==> src/rtl/regfile_mp.sv <==
// Multi-port integer register file with a per-register busy scoreboard; x0 reads as zero and is never busy.
// Optional same-cycle write-to-read forwarding is compiled in with `define REGFILE_BYPASS_EN.
module regfile_mp #(
    parameter int DATA_W = 32,
    parameter int NREG   = 32,
    parameter int ADDR_W = 5,
    parameter int NRD    = 2,
    parameter int NWR    = 1
) (
    input  logic                  CLK,
    input  logic                  RST,
    input  logic [NRD-1:0]        rd_en,
    input  logic [NRD*ADDR_W-1:0] rd_addr,
    output logic [NRD*DATA_W-1:0] rd_data,
    output logic [NRD-1:0]        rd_busy,
    input  logic [NWR-1:0]        wr_en,
    input  logic [NWR*ADDR_W-1:0] wr_addr,
    input  logic [NWR*DATA_W-1:0] wr_data,
    input  logic                  iss_en,
    input  logic [ADDR_W-1:0]     iss_addr,
    output logic                  any_busy
);

    logic [DATA_W-1:0] regs_q [NREG];
    logic [DATA_W-1:0] wr_val [NREG];
    logic [NREG-1:0]   busy_q;
    logic [NREG-1:0]   busy_d;
    logic [NREG-1:0]   wr_hit;

    // Ports are scanned in ascending order so the highest-index writer overrides the others.
    always_comb begin
        wr_hit = '0;
        for (int r = 0; r < NREG; r++) begin
            wr_val[r] = regs_q[r];
        end
        for (int w = 0; w < NWR; w++) begin
            if (wr_en[w] && wr_addr[w*ADDR_W +: ADDR_W] != '0) begin
                wr_hit[wr_addr[w*ADDR_W +: ADDR_W]] = 1'b1;
                wr_val[wr_addr[w*ADDR_W +: ADDR_W]] = wr_data[w*DATA_W +: DATA_W];
            end
        end
        // Issue is applied after writeback clear: a new producer outranks the retiring one.
        busy_d = busy_q & ~wr_hit;
        if (iss_en && iss_addr != '0) begin
            busy_d[iss_addr] = 1'b1;
        end
        busy_d[0] = 1'b0;
    end

    always_ff @(posedge CLK or posedge RST) begin
        if (RST) begin
            busy_q <= '0;
            for (int r = 0; r < NREG; r++) begin
                regs_q[r] <= '0;
            end
        end else begin
            busy_q <= busy_d;
            for (int r = 0; r < NREG; r++) begin
                if (wr_hit[r]) begin
                    regs_q[r] <= wr_val[r];
                end
            end
        end
    end

    always_comb begin
        rd_data = '0;
        rd_busy = '0;
        for (int k = 0; k < NRD; k++) begin
            if (!RST && rd_en[k] && rd_addr[k*ADDR_W +: ADDR_W] != '0) begin
                rd_data[k*DATA_W +: DATA_W] = regs_q[rd_addr[k*ADDR_W +: ADDR_W]];
                rd_busy[k]                  = busy_q[rd_addr[k*ADDR_W +: ADDR_W]];
`ifdef REGFILE_BYPASS_EN
                for (int w = 0; w < NWR; w++) begin
                    if (wr_en[w] && wr_addr[w*ADDR_W +: ADDR_W] == rd_addr[k*ADDR_W +: ADDR_W]) begin
                        rd_data[k*DATA_W +: DATA_W] = wr_data[w*DATA_W +: DATA_W];
                        rd_busy[k]                  = 1'b0;
                    end
                end
`endif
            end
        end
    end

    assign any_busy = !RST && (|busy_q);

endmodule

==> config.mk <==
export PLATFORM = sky130hd
export DESIGN_NAME = regfile_mp
export DESIGN_NICKNAME = d
export VERILOG_FILES = /design/src/rtl/regfile_mp.sv
export SDC_FILE = /design/constraint.sdc
export NUM_CORES = 2
export LEC_CHECK = 0
export CAP_MARGIN = 20
export CORE_UTILIZATION = 55
export DETAILED_ROUTE_END_ITERATION = 16
export GPL_TIMING_DRIVEN = 0
export PLACE_DENSITY = 0.72
export RECOVER_POWER = 100
export SLEW_MARGIN = 10
export SYNTH_ARGS = -nofsm -noshare
export SYNTH_HDL_FRONTEND = slang
export SYNTH_SLANG_ARGS = --single-unit
==> constraint.sdc <==
create_clock -name CLK -period 160.7 [get_ports CLK]
set_clock_uncertainty 0.2 [all_clocks]
set_input_delay 48.21 -clock CLK [delete_from_list [all_inputs] [get_ports CLK]]
set_output_delay 48.21 -clock CLK [all_outputs]
set_load 0.02 [all_outputs]
=== Word level (Yosys, flattened, before mapping) ===
Cells that the tools add are included.
Widths: inputs -> output; s select.

* Register bits after elaboration: 1055
* Input port bits: 58
* Output and inout bits: 67
* Word-level logic and storage cells: 120

* Order comparisons: 10
* Mux-type cells: 23
* Bitwise operators: 6
* Reductions and logical operators: 48

{| class="wikitable"
|+ Operators with widths
! operator !! number
|-
| $bwmux 1024 || 1
|-
| $bmux 32 s5 || 2
|-
| $mux 32 || 9
|-
| $demux 32 s5 || 1
|-
| $reduce_and 2->1 || 32
|-
| $and 32x32->32 || 1
|-
| $not 32->32 || 1
|-
| $or 32x32->32 || 1
|-
| $reduce_or 31->1 || 1
|-
| $lt 5x6->1 const B || 4
|-
| $reduce_bool 5->1 || 4
|-
| $ge 6x6->1 const B || 3
|-
| $not 5->6 || 3
|-
| $bmux 1 s5 || 2
|-
| $demux 1 s5 || 2
|-
| $ge 5x1->1 const B || 2
|-
| $logic_and 1x1->1 || 10
|-
| $lt 6x1->1 const B || 1
|-
| $mux 1 || 6
|-
| $logic_not 1->1 || 1
|}

=== Depth between registers and ports, before layout ===
* Depth in word-level cells: 9
* Mapped depth: 9
* Mapped depth without buffers: 4

=== Least setup slack after synthesis ===
OpenSTA, ideal clock, no wires.

* Path type: input to output
* Start: input port RST
* End: output port rd_data[0]
* Arrival time: 73.038 ns
* Slack: 39.252 ns
* Cell stages on the path: 6
* Buffers on the path: 2
* Path through: inv_1 and3_1 buf_1 clkbuf_1 nand2_1 a32oi_1

* Word-level cells in the longest chain between the ends: 4

{| class="wikitable"
|+ RTL lines
! element !! line !! source
|-
| start, declared || 11 || <nowiki>input logic RST,</nowiki>
|-
| $logic_not 1->1 || 70 || <nowiki>if (!RST && rd_en[k] && rd_addr[k*ADDR_W +: ADDR_W] != '0) begin</nowiki>
|-
| $logic_and 1x1->1 (2 in series) || 70 ||
|-
| $mux 32 || 70 ||
|-
| end, declared || 14 || <nowiki>output logic [NRD*DATA_W-1:0] rd_data,</nowiki>
|}

No other way between the ends.

=== Final worst setup path ===
* Start: input port RST
* End: output port rd_busy[0]

* Word-level cells in the longest chain between the ends: 4

{| class="wikitable"
|+ RTL lines
! element !! line !! source
|-
| $logic_not 1->1 || 70 ||
|-
| $logic_and 1x1->1 (2 in series) || 70 ||
|-
| $mux 1 || 70 ||
|-
| end, declared || 15 || <nowiki>output logic [NRD-1:0] rd_busy,</nowiki>
|}

No other way between the ends.

==> reports/results.ini <==
[cells_and_area]
n_fill_cell=8050
num-nets-final=4593
final_layout_size_suffix_gt1_share_pct=37.6
syn_to_final_growth_pct=12.0

[logic_synthesis]
synth-main-ff-cell=dfrtp_1
synth_cells=4282
synth_seq_area_share_pct=45.9
syn_area_per_cell_um2=13.4
ys_warn_count=0
syn_nets=4340
synth_area_um2=57500
yosysMostFrequentCell=mux2_2
yosys.area.top_type=dfrtp_1
ys_types=46
synth_seq_cells=1055
synthArstFlopShare_pct=100
synth-edff-count=0
synth_area_leaders=dfrtp_1, mux2_2, mux4_2, mux2i_1, a22oi_1
synth_common_cells=mux2_2, dfrtp_1, mux2i_1, mux4_2, clkbuf_1
synth_top_area_share_pct=45.9

[timing]
rsz0062_at_grt=false
finalCritPeriodShare_pct=70.6
max_clock_freq_mhz=8.82
slew_headroom_pct=-311
slew_violations=1092
hold_violations=0
period_minus_slack_ps=113380
final.setup.worst_slack_ps=47320
setup_viol=0
tns_ps=0
tightestPinTransition_ps=6160

[worst_setup_path]
startpoint_type=input port
r2r_start=regs_q[609]$_DFFE_PP0P_
r2r-end=regs_q[609]$_DFFE_PP0P_
crit_path_max_fanout=111
rrSetupSlack_ps=159650
crit_arrival_ps=64970
reg2reg_depth=1
crit_path_end_kind=primary output
required_ps=112290
critical_path_class=input port to primary output

[floorplanning]
start_util_pct=55.5
rows=118
io_pins=125
placeableCoreArea_um2=103000
fp.dieW_um=325
die_h_um=325
die_area_um2=106000

[job]
maxCapViolCount=13

[clocking]
insertion_delay_ps=710
postCtsHoldBufs=0
cts-resized-gates=0
cts_root_buffer=clkbuf_16
cts-buffers-inserted=114
postCtsSetupBuffers=0
htreeDepth=3
cts.clk_slew.worst_paths_ps=60
clock_sinks=1055
cts_tree=built
cts_buffer_depth=3

[min_path]
holdPathStages=1
min_path_type=flop to flop
min-delay-start=regs_q[1011]$_DFFE_PP0P_
holdPathEnd=regs_q[1011]$_DFFE_PP0P_

[routing]
routedWlPerCell_um=39.0
wl_um=235000
drtAntennaViolNets=0
dr.pass1.iters=9
viasPerCell=7.23
vias=43600
dr.first_iter.drc_count=6552
drcViolationCount=0

[placed_design]
pre_cts_ws_ps=58420
port_buffers=117
gp_congestion=1.08
place_hpwl_um=169000

[run_status]
violations=capacitance limit, slew limit
status=finished with violations

[grt]
grt_pass1_wl_um=325000
grt-ovfl-total=0
grt_max_degree=117
antenna_found_initial=28
grt_pass1_vias=42200
grtUsageTotal_pct=44.2

[power]
vdd_ir_drop_max_v=0.00000942
pwr-share-comb_pct=21.9
p_switching_mw=0.246
power_frac_seq_pct=43.5
cellPowerDensity_nw_per_um2=12.8
pwr-share-clk_pct=34.6
p_int_mw=0.577
leakage_nw=28.6
p_sw_share_pct=29.9

## sequential cells by signal, indices dropped and copies added (netlist names)
signal  cells
regs_q   1024
busy_q     31
## cell type report
cell class	count	area (µm²)	area share, %
diodes	16	40.0	0.0622
plain buffers	464	2020	3.14
clock buffers	165	3390	5.27
clock inverters	42	601	0.933
inverters	3	12.5	0.0194
multi-input cells	2760	28800	44.8
flip-flops and latches	1055	26400	41.0
well taps	1380	1730	2.68
repair buffers	137	1340	2.08
## worst max path at each step
stage	from	end	slack, ps
6_report	RST	rd_busy[0]	47320
5_1_grt	RST	rd_busy[0]	45170
4_1_cts	RST	rd_busy[0]	58410
3_5_place_dp	RST	rd_busy[0]	58420
3_3_place_gp	RST	rd_busy[0]	27550
2_1_floorplan	RST	rd_data[0]	39250
## kinds of logic (layout without fill, tap and decap cells)
family          Yosys count  count (layout)  synth area share [%]
compound gates          437             437                  5.52
flops                  1055            1055                  45.9
other cells               0              16                     0
simple gates            449             449                  3.62
buf+inv                 467             811                  3.83
mux                    1874            1874                  41.1
## stage by stage
step	utilization [%]	power, mW	cells	hold slack [ps]	instance area [µm²]
final	62.2	0.823	6022	282	64300
after detailed placement	58.7	0.533	5796	267	60700
after CTS	62.5	0.813	6003	280	64700
after global placement	58.3	0.526	5779	256	60400
after floorplan	-	0.471	4282	241	57500
after global routing	62.1	0.842	6009	298	64300
## critical path: stages
cell           delay [ps]
dlygate4sd3_1         720
clkinvlp_2           2180
clkbuf_1             2750
clkbuf_1             3020
clkbuf_1             4360
and3_1                590
clkbuf_1              520
clkbuf_1              900
a21oi_1               130
a32oi_1               650
dlygate4sd3_1         780
## routing by layer
| metal | global-route usage, % | part of all wire, % |
|---|---|---|
| met1 | 55.3 | 36 |
| met4 | 31.0 | 8.4 |
| met5 | 1.40 | 0.090 |
| met2 | 60.4 | 41 |
| met3 | 20.3 | 15 |
## power groups by stage
stage / clock, mW / sequential (mW) / combinational [mW]
final: 0.285 / 0.358 / 0.180
after global routing: 0.293 / 0.363 / 0.186
after CTS: 0.283 / 0.355 / 0.174
after detailed placement: 0 / 0.359 / 0.173
after global placement: 0 / 0.358 / 0.169
after floorplan: 0 / 0.347 / 0.124
## cell usage in the layout, fill, tap and decap left out, types with 57 or more instances in the layout
cell and n:
nor2_1 90, mux2_2 1134, buf_2 94, a22oi_1 112, mux4_2 272, clkbuf_1 353, dfrtp_1 1055, clkbuf_16 117
nand2_1 194, o21ai_0 57, dlygate4sd3_1 65, mux2i_1 445
Power figures use the tool's default switching activity.
